## src/rtl/hazard_ctrl_mc_if.sv

```systemverilog
// Hazard controller bundle: pipeline-side hazard inputs and stall/flush/forward outputs.
interface hazard_ctrl_mc_if #(
    parameter int unsigned RA_W   = 5,
    parameter int unsigned PERF_W = 16
);
    logic [RA_W-1:0]   rs_d;
    logic [RA_W-1:0]   rt_d;
    logic              use_rs_d;
    logic              use_rt_d;
    logic [RA_W-1:0]   rs_e;
    logic [RA_W-1:0]   rt_e;
    logic              load_e;
    logic [RA_W-1:0]   write_reg_e;
    logic              reg_write_m;
    logic [RA_W-1:0]   write_reg_m;
    logic              reg_write_w;
    logic [RA_W-1:0]   write_reg_w;
    logic              branch_taken_e;
    logic              mc_start_e;
    logic              stall_f;
    logic              stall_d;
    logic              stall_e;
    logic              flush_d;
    logic              flush_e;
    logic              flush_m;
    logic [1:0]        forward_a_e;
    logic [1:0]        forward_b_e;
    logic              mc_busy;
    logic [PERF_W-1:0] stall_cnt;

    // Pipeline side: drives hazard sources, consumes control.
    modport master (
        output rs_d, rt_d, use_rs_d, use_rt_d, rs_e, rt_e, load_e, write_reg_e,
               reg_write_m, write_reg_m, reg_write_w, write_reg_w,
               branch_taken_e, mc_start_e,
        input  stall_f, stall_d, stall_e, flush_d, flush_e, flush_m,
               forward_a_e, forward_b_e, mc_busy, stall_cnt
    );

    // Hazard controller side.
    modport slave (
        input  rs_d, rt_d, use_rs_d, use_rt_d, rs_e, rt_e, load_e, write_reg_e,
               reg_write_m, write_reg_m, reg_write_w, write_reg_w,
               branch_taken_e, mc_start_e,
        output stall_f, stall_d, stall_e, flush_d, flush_e, flush_m,
               forward_a_e, forward_b_e, mc_busy, stall_cnt
    );
endinterface

```

## src/rtl/hazard_ctrl_mc.sv

```systemverilog
// Hazard controller: EX forwarding, load-use stall, branch flush,
// multi-cycle EX freeze sequencer and saturating stall-cycle counter.
module hazard_ctrl_mc #(
    parameter int unsigned RA_W   = 5,
    parameter int unsigned MC_LAT = 4,
    parameter int unsigned PERF_W = 16
) (
    input  logic            clk,
    input  logic            rst,
    hazard_ctrl_mc_if.slave hz
);
    localparam int unsigned CNT_W = $clog2(MC_LAT);

    typedef enum logic {
        S_IDLE = 1'b0,
        S_BUSY = 1'b1
    } state_e;

    state_e              state_q, state_d;
    logic [CNT_W-1:0]    cnt_q, cnt_d;
    logic [PERF_W-1:0]   stall_cnt_q, stall_cnt_d;

    logic                stall_f_c, stall_d_c, stall_e_c;
    logic                flush_d_c, flush_e_c, flush_m_c;
    logic [1:0]          fwd_a_c, fwd_b_c;
    logic                lu_c;

    // Forward select for one source: M beats W, register 0 never matches.
    function automatic logic [1:0] fwd_sel(
        input logic [RA_W-1:0] src,
        input logic            wr_m,
        input logic [RA_W-1:0] dst_m,
        input logic            wr_w,
        input logic [RA_W-1:0] dst_w
    );
        logic [1:0] sel;
        sel = 2'b00;
        if (wr_m && (dst_m != '0) && (dst_m == src)) begin
            sel = 2'b10;
        end else if (wr_w && (dst_w != '0) && (dst_w == src)) begin
            sel = 2'b01;
        end
        return sel;
    endfunction

    // Hazard decode, freeze sequencing and next-state for all registers.
    always_comb begin
        stall_f_c   = 1'b0;
        stall_d_c   = 1'b0;
        stall_e_c   = 1'b0;
        flush_d_c   = 1'b0;
        flush_e_c   = 1'b0;
        flush_m_c   = 1'b0;
        fwd_a_c     = 2'b00;
        fwd_b_c     = 2'b00;
        state_d     = state_q;
        cnt_d       = cnt_q;
        stall_cnt_d = stall_cnt_q;

        lu_c = hz.load_e && (hz.write_reg_e != '0) &&
               ((hz.use_rs_d && (hz.rs_d == hz.write_reg_e)) ||
                (hz.use_rt_d && (hz.rt_d == hz.write_reg_e)));

        if (!rst) begin
            fwd_a_c = fwd_sel(hz.rs_e, hz.reg_write_m, hz.write_reg_m,
                              hz.reg_write_w, hz.write_reg_w);
            fwd_b_c = fwd_sel(hz.rt_e, hz.reg_write_m, hz.write_reg_m,
                              hz.reg_write_w, hz.write_reg_w);

            if (state_q == S_BUSY) begin
                // E frozen: new starts, branches and load-use are masked.
                stall_f_c = 1'b1;
                stall_d_c = 1'b1;
                stall_e_c = 1'b1;
                flush_m_c = 1'b1;
                cnt_d     = cnt_q - CNT_W'(1);
                if (cnt_q == CNT_W'(1)) begin
                    state_d = S_IDLE;
                end
            end else if (hz.mc_start_e && !hz.branch_taken_e) begin
                stall_f_c = 1'b1;
                stall_d_c = 1'b1;
                stall_e_c = 1'b1;
                flush_m_c = 1'b1;
                state_d   = S_BUSY;
                cnt_d     = CNT_W'(MC_LAT - 1);
            end else if (hz.branch_taken_e) begin
                // D instruction is squashed, so a load-use stall is moot.
                flush_d_c = 1'b1;
                flush_e_c = 1'b1;
            end else if (lu_c) begin
                stall_f_c = 1'b1;
                stall_d_c = 1'b1;
                flush_e_c = 1'b1;
            end

            if (stall_f_c && (stall_cnt_q != '1)) begin
                stall_cnt_d = stall_cnt_q + PERF_W'(1);
            end
        end
    end

    // State, latency counter and performance counter registers.
    always_ff @(posedge clk) begin
        if (rst) begin
            state_q     <= S_IDLE;
            cnt_q       <= '0;
            stall_cnt_q <= '0;
        end else begin
            state_q     <= state_d;
            cnt_q       <= cnt_d;
            stall_cnt_q <= stall_cnt_d;
        end
    end

    assign hz.stall_f     = stall_f_c;
    assign hz.stall_d     = stall_d_c;
    assign hz.stall_e     = stall_e_c;
    assign hz.flush_d     = flush_d_c;
    assign hz.flush_e     = flush_e_c;
    assign hz.flush_m     = flush_m_c;
    assign hz.forward_a_e = fwd_a_c;
    assign hz.forward_b_e = fwd_b_c;
    assign hz.mc_busy     = (state_q == S_BUSY);
    assign hz.stall_cnt   = stall_cnt_q;
endmodule
```

## src/flat_wrapper.sv

```systemverilog
// flat-port wrapper written by rule: the top's interface ports become plain ports
module hazard_ctrl_mc_flat 
#(
    parameter int unsigned RA_W   = 5,
    parameter int unsigned MC_LAT = 4,
    parameter int unsigned PERF_W = 16
)
  (clk, rst, hz_rs_d, hz_rt_d, hz_use_rs_d, hz_use_rt_d, hz_rs_e, hz_rt_e, hz_load_e, hz_write_reg_e, hz_reg_write_m, hz_write_reg_m, hz_reg_write_w, hz_write_reg_w, hz_branch_taken_e, hz_mc_start_e, hz_stall_f, hz_stall_d, hz_stall_e, hz_flush_d, hz_flush_e, hz_flush_m, hz_forward_a_e, hz_forward_b_e, hz_mc_busy, hz_stall_cnt);
  hazard_ctrl_mc_if #(.RA_W(RA_W), .PERF_W(PERF_W)) hz_i ();
  input  logic clk;
  input  logic rst;
  input wire logic [$bits(hz_i.rs_d)-1:0] hz_rs_d;
  input wire logic [$bits(hz_i.rt_d)-1:0] hz_rt_d;
  input wire logic [$bits(hz_i.use_rs_d)-1:0] hz_use_rs_d;
  input wire logic [$bits(hz_i.use_rt_d)-1:0] hz_use_rt_d;
  input wire logic [$bits(hz_i.rs_e)-1:0] hz_rs_e;
  input wire logic [$bits(hz_i.rt_e)-1:0] hz_rt_e;
  input wire logic [$bits(hz_i.load_e)-1:0] hz_load_e;
  input wire logic [$bits(hz_i.write_reg_e)-1:0] hz_write_reg_e;
  input wire logic [$bits(hz_i.reg_write_m)-1:0] hz_reg_write_m;
  input wire logic [$bits(hz_i.write_reg_m)-1:0] hz_write_reg_m;
  input wire logic [$bits(hz_i.reg_write_w)-1:0] hz_reg_write_w;
  input wire logic [$bits(hz_i.write_reg_w)-1:0] hz_write_reg_w;
  input wire logic [$bits(hz_i.branch_taken_e)-1:0] hz_branch_taken_e;
  input wire logic [$bits(hz_i.mc_start_e)-1:0] hz_mc_start_e;
  output wire logic [$bits(hz_i.stall_f)-1:0] hz_stall_f;
  output wire logic [$bits(hz_i.stall_d)-1:0] hz_stall_d;
  output wire logic [$bits(hz_i.stall_e)-1:0] hz_stall_e;
  output wire logic [$bits(hz_i.flush_d)-1:0] hz_flush_d;
  output wire logic [$bits(hz_i.flush_e)-1:0] hz_flush_e;
  output wire logic [$bits(hz_i.flush_m)-1:0] hz_flush_m;
  output wire logic [$bits(hz_i.forward_a_e)-1:0] hz_forward_a_e;
  output wire logic [$bits(hz_i.forward_b_e)-1:0] hz_forward_b_e;
  output wire logic [$bits(hz_i.mc_busy)-1:0] hz_mc_busy;
  output wire logic [$bits(hz_i.stall_cnt)-1:0] hz_stall_cnt;
  assign hz_i.rs_d = hz_rs_d;
  assign hz_i.rt_d = hz_rt_d;
  assign hz_i.use_rs_d = hz_use_rs_d;
  assign hz_i.use_rt_d = hz_use_rt_d;
  assign hz_i.rs_e = hz_rs_e;
  assign hz_i.rt_e = hz_rt_e;
  assign hz_i.load_e = hz_load_e;
  assign hz_i.write_reg_e = hz_write_reg_e;
  assign hz_i.reg_write_m = hz_reg_write_m;
  assign hz_i.write_reg_m = hz_write_reg_m;
  assign hz_i.reg_write_w = hz_reg_write_w;
  assign hz_i.write_reg_w = hz_write_reg_w;
  assign hz_i.branch_taken_e = hz_branch_taken_e;
  assign hz_i.mc_start_e = hz_mc_start_e;
  assign hz_stall_f = hz_i.stall_f;
  assign hz_stall_d = hz_i.stall_d;
  assign hz_stall_e = hz_i.stall_e;
  assign hz_flush_d = hz_i.flush_d;
  assign hz_flush_e = hz_i.flush_e;
  assign hz_flush_m = hz_i.flush_m;
  assign hz_forward_a_e = hz_i.forward_a_e;
  assign hz_forward_b_e = hz_i.forward_b_e;
  assign hz_mc_busy = hz_i.mc_busy;
  assign hz_stall_cnt = hz_i.stall_cnt;
  hazard_ctrl_mc #(.RA_W(RA_W), .MC_LAT(MC_LAT), .PERF_W(PERF_W)) u_core (.clk(clk), .rst(rst), .hz(hz_i));
endmodule
```

## config.mk

```make
export PLATFORM = sky130hd
export DESIGN_NAME = hazard_ctrl_mc_flat
export DESIGN_NICKNAME = d
export VERILOG_FILES = /design/src/rtl/hazard_ctrl_mc_if.sv /design/src/rtl/hazard_ctrl_mc.sv /design/src/flat_wrapper.sv
export SDC_FILE = /design/constraint.sdc
export NUM_CORES = 1
export LEC_CHECK = 0
export CORE_UTILIZATION = 43
export DETAILED_ROUTE_END_ITERATION = 12
export PLACE_DENSITY = 0.9
export SYNTH_ARGS = -nofsm -noshare
export SYNTH_HDL_FRONTEND = slang
export SYNTH_SLANG_ARGS = --single-unit
```

## constraint.sdc

```tcl
create_clock -name clk -period 4.9 [get_ports clk]
set_input_delay 0.98 -clock clk [delete_from_list [all_inputs] [get_ports clk]]
set_output_delay 0.98 -clock clk [all_outputs]
set_load 0.01 [all_outputs]
```

==> metrics.yaml <==
cts:
  h-tree-depth: 1
  ctsResizeCount: 0
  cts_setup_buffers: 0
  clockBufferDepth: 2
  clk_pin_slew_ps: 110
  cts_tree: "done"
  cts_sinks: 19
  cts_root_buffer: "clkbuf_4"
  ctsHoldBuffers: 0
  cts_buffers: 3
  clock_latency_ps: 310
yosys:
  synth_fp_nets: 220
  synthArstFlopShare: 0
  synth_ff_type: "dfxtp_1"
  synth_cell_type_count: 35
  synth_area_um2: 1390
  ys_seq_elements: 19
  syn_area_per_cell_um2: 7.96
  ys_seq_area_frac: 0.275
  synth_edf_count: 0
  postSynthCellCount: 174
  yosys_warnings: 0
routing:
  remaining_drc_errors: 0
  vias: 1521
  antenna_left: 0
  wl_per_cell_um: 12.5
  viasPerCell: 5.32
  dr.pass1.iters: 4
  dr.first_iter.drc_count: 55
  routed_wl_um: 3580
global_routing:
  gr-usage-all-layers: 0.221
  grt_max_degree: 28
  grt_overflow_total: 0
  grt_pass1_vias: 1382
  grt_pass1_wl_um: 5850
  grt_antenna_before_repair: 0
floorplanning:
  rows: 20
  die-area_um2: 3450
  die_height_um: 58.8
  initial_core_util: 0.454
  io_pins: 71
  fp.dieW_um: 58.8
  coreArea_um2: 3050
worst_setup_path:
  cp-start-kind: "input pin"
  worst_path_most_repeated_cell: "clkdlybuf4s50_1"
  path_max_fanout: 3
  path_cells: "clkdlybuf4s50_1, or4_1, o21ai_0, nor3_1, nor4_1, clkdlybuf4s50_1"
  worstReg2RegEnd: "u_core.hz.stall_cnt[8]"
  worst_setup_path_end_kind: "output pin"
  reg2reg_depth: 7
  worstReg2RegStart: "u_core.hz.stall_cnt[0]"
  critPathKind: "input pin to output pin"
  cp_slowest_cell: "clkdlybuf4s50_1"
  cp.required_ps: 3920
  max_stage_delay_ps: 590
  rrSetupSlack_ps: 2400
  cp.arrival_ps: 3180
power:
  vdd_drop_max_mv: 0.0890
  power_density_nw_per_um2: 170
  p_leak_nw: 0.696
finish:
  finalNetCount: 289
  seq_area_um2: 380
  final_common_cell: "clkdlybuf4s50_1"
  multi_input_area_um2: 945
  most-common-layout-cells: "70 x clkdlybuf4s50_1, 19 x dfxtp_1, 17 x xor2_1"
  layout.cells.non_filler: 286
  n_fill_cell: 261
  drive_gt1_frac: 0.0372
  area_growth_pct: 53.7
  antennaDiodeCount: 0
timing:
  clock_skew_ps: 3.32
  drv_slew: 0
  period_minus_slack_ps: 4160
  setup_viol: 0
  tightest_slew_ps: 510
  tns_ps: 0
  fin_crit_sh: 0.850
  max_slew_margin: 0.657
  hold_violations: 0
  rsz0062_at_grt: "false"
  fmax_mhz: 240
worst_hold_path:
  whs_path_depth: 1
  hold_class: "flip-flop to flip-flop"
  hp-start: "u_core.cnt_q[0]"
  holdPathEnd: "u_core.cnt_q[0]"
job:
  max-cap-violations: 0
placement:
  place_hpwl_um: 2940
  globalplace.congestion: 0.890
  portBuffers: 70
  placed_cells: 282
run_status:
  status: "finished, final reports clean"
==> power breakdown <==
part	total [W]	switching (W)	internal [W]
Clock	0.0000838	0.0000519	0.0000319
Combinational	0.000113	0.0000474	0.0000654
Sequential	0.000164	0.00000549	0.000159
Total	0.000361	0.000105	0.000256
==> synth_stat cells (3+ instances only) <==
library cell,n,area [um2]
nor2_1,12,45.0
nor4_1,4,25.0
or4_1,9,67.6
xor2_1,17,149
clkbuf_1,3,11.3
xnor2_1,14,123
a21oi_1,13,65.1
nand4_1,3,18.8
nand3_1,11,55.1
dfxtp_1,19,380
nor3_1,8,40.0
nor2b_1,5,31.3
or3_1,9,56.3
o31ai_1,4,30.0
o21ai_0,11,55.1
nand2_1,7,26.3
==> how the worst max path moves through the flow <==
| stage | start | to | slack [ps] | cells past startpoint |
|---|---|---|---|---|
| final | hz_write_reg_m[3] | hz_forward_b_e[0] | 740 | 6 |
| after global placement | hz_write_reg_e[3] | hz_stall_d | 790 | 7 |
| after global routing | hz_write_reg_m[3] | hz_forward_b_e[0] | 490 | 6 |
| after CTS | hz_write_reg_m[3] | hz_forward_b_e[0] | 730 | 6 |
| after floorplan | hz_write_reg_m[0] | hz_forward_b_e[0] | 1580 | 4 |
| after detailed placement | hz_write_reg_m[3] | hz_forward_a_e[0] | 730 | 7 |
==> through the flow <==
step           setup WS, ps  instance area [um2]  total power [W]  hold WS, ps  utilization
6_report                736                 2130         0.000361          491        0.698
5_1_grt                 489                 2130         0.000379          514        0.698
4_1_cts                 730                 2130         0.000362          496        0.698
3_5_place_dp            730                 2100         0.000282          477        0.689
3_3_place_gp            789                 2100         0.000279          469        0.689
2_1_floorplan          1580                 1390         0.000221          449            -
==> cell type report <==
type                    instances  share of cell area
clock buffers                   4              0.0123
inverters                       2             0.00353
multi-input cells             145               0.444
flip-flops and latches         19               0.179
well taps                      44              0.0259
repair buffers                 72               0.336
==> registers in the layout, summed over array words and instances, names as in the netlist <==
| register | count |
|---|---|
| u_core.cnt_q | 2 |
| u_core.hz.stall_cnt | 16 |
| u_core.hz.mc_busy | 1 |
==> critical path, delay by kind of cell <==
kind                   cells  cell delay, ps
buffers and inverters      2            1070
AOI/OAI and AO/OA          1             240
and+or+nand+nor            3             890
==> logic make-up after synthesis <==
logic type,Yosys count,share of synthesized area
simple gates,75,0.303
buf+inv,10,0.0434
xor+xnor,31,0.196
mux,3,0.0235
compound gates,34,0.142
flops,19,0.275
fa+ha+maj,2,0.0181
==> metal layers <==
metal	share of wire	global-route usage
met5	0	0
met4	0.013	0.0816
met3	0.053	0.0396
met2	0.53	0.403
met1	0.40	0.255
No activity file was read; power rests on OpenSTA's default activity.
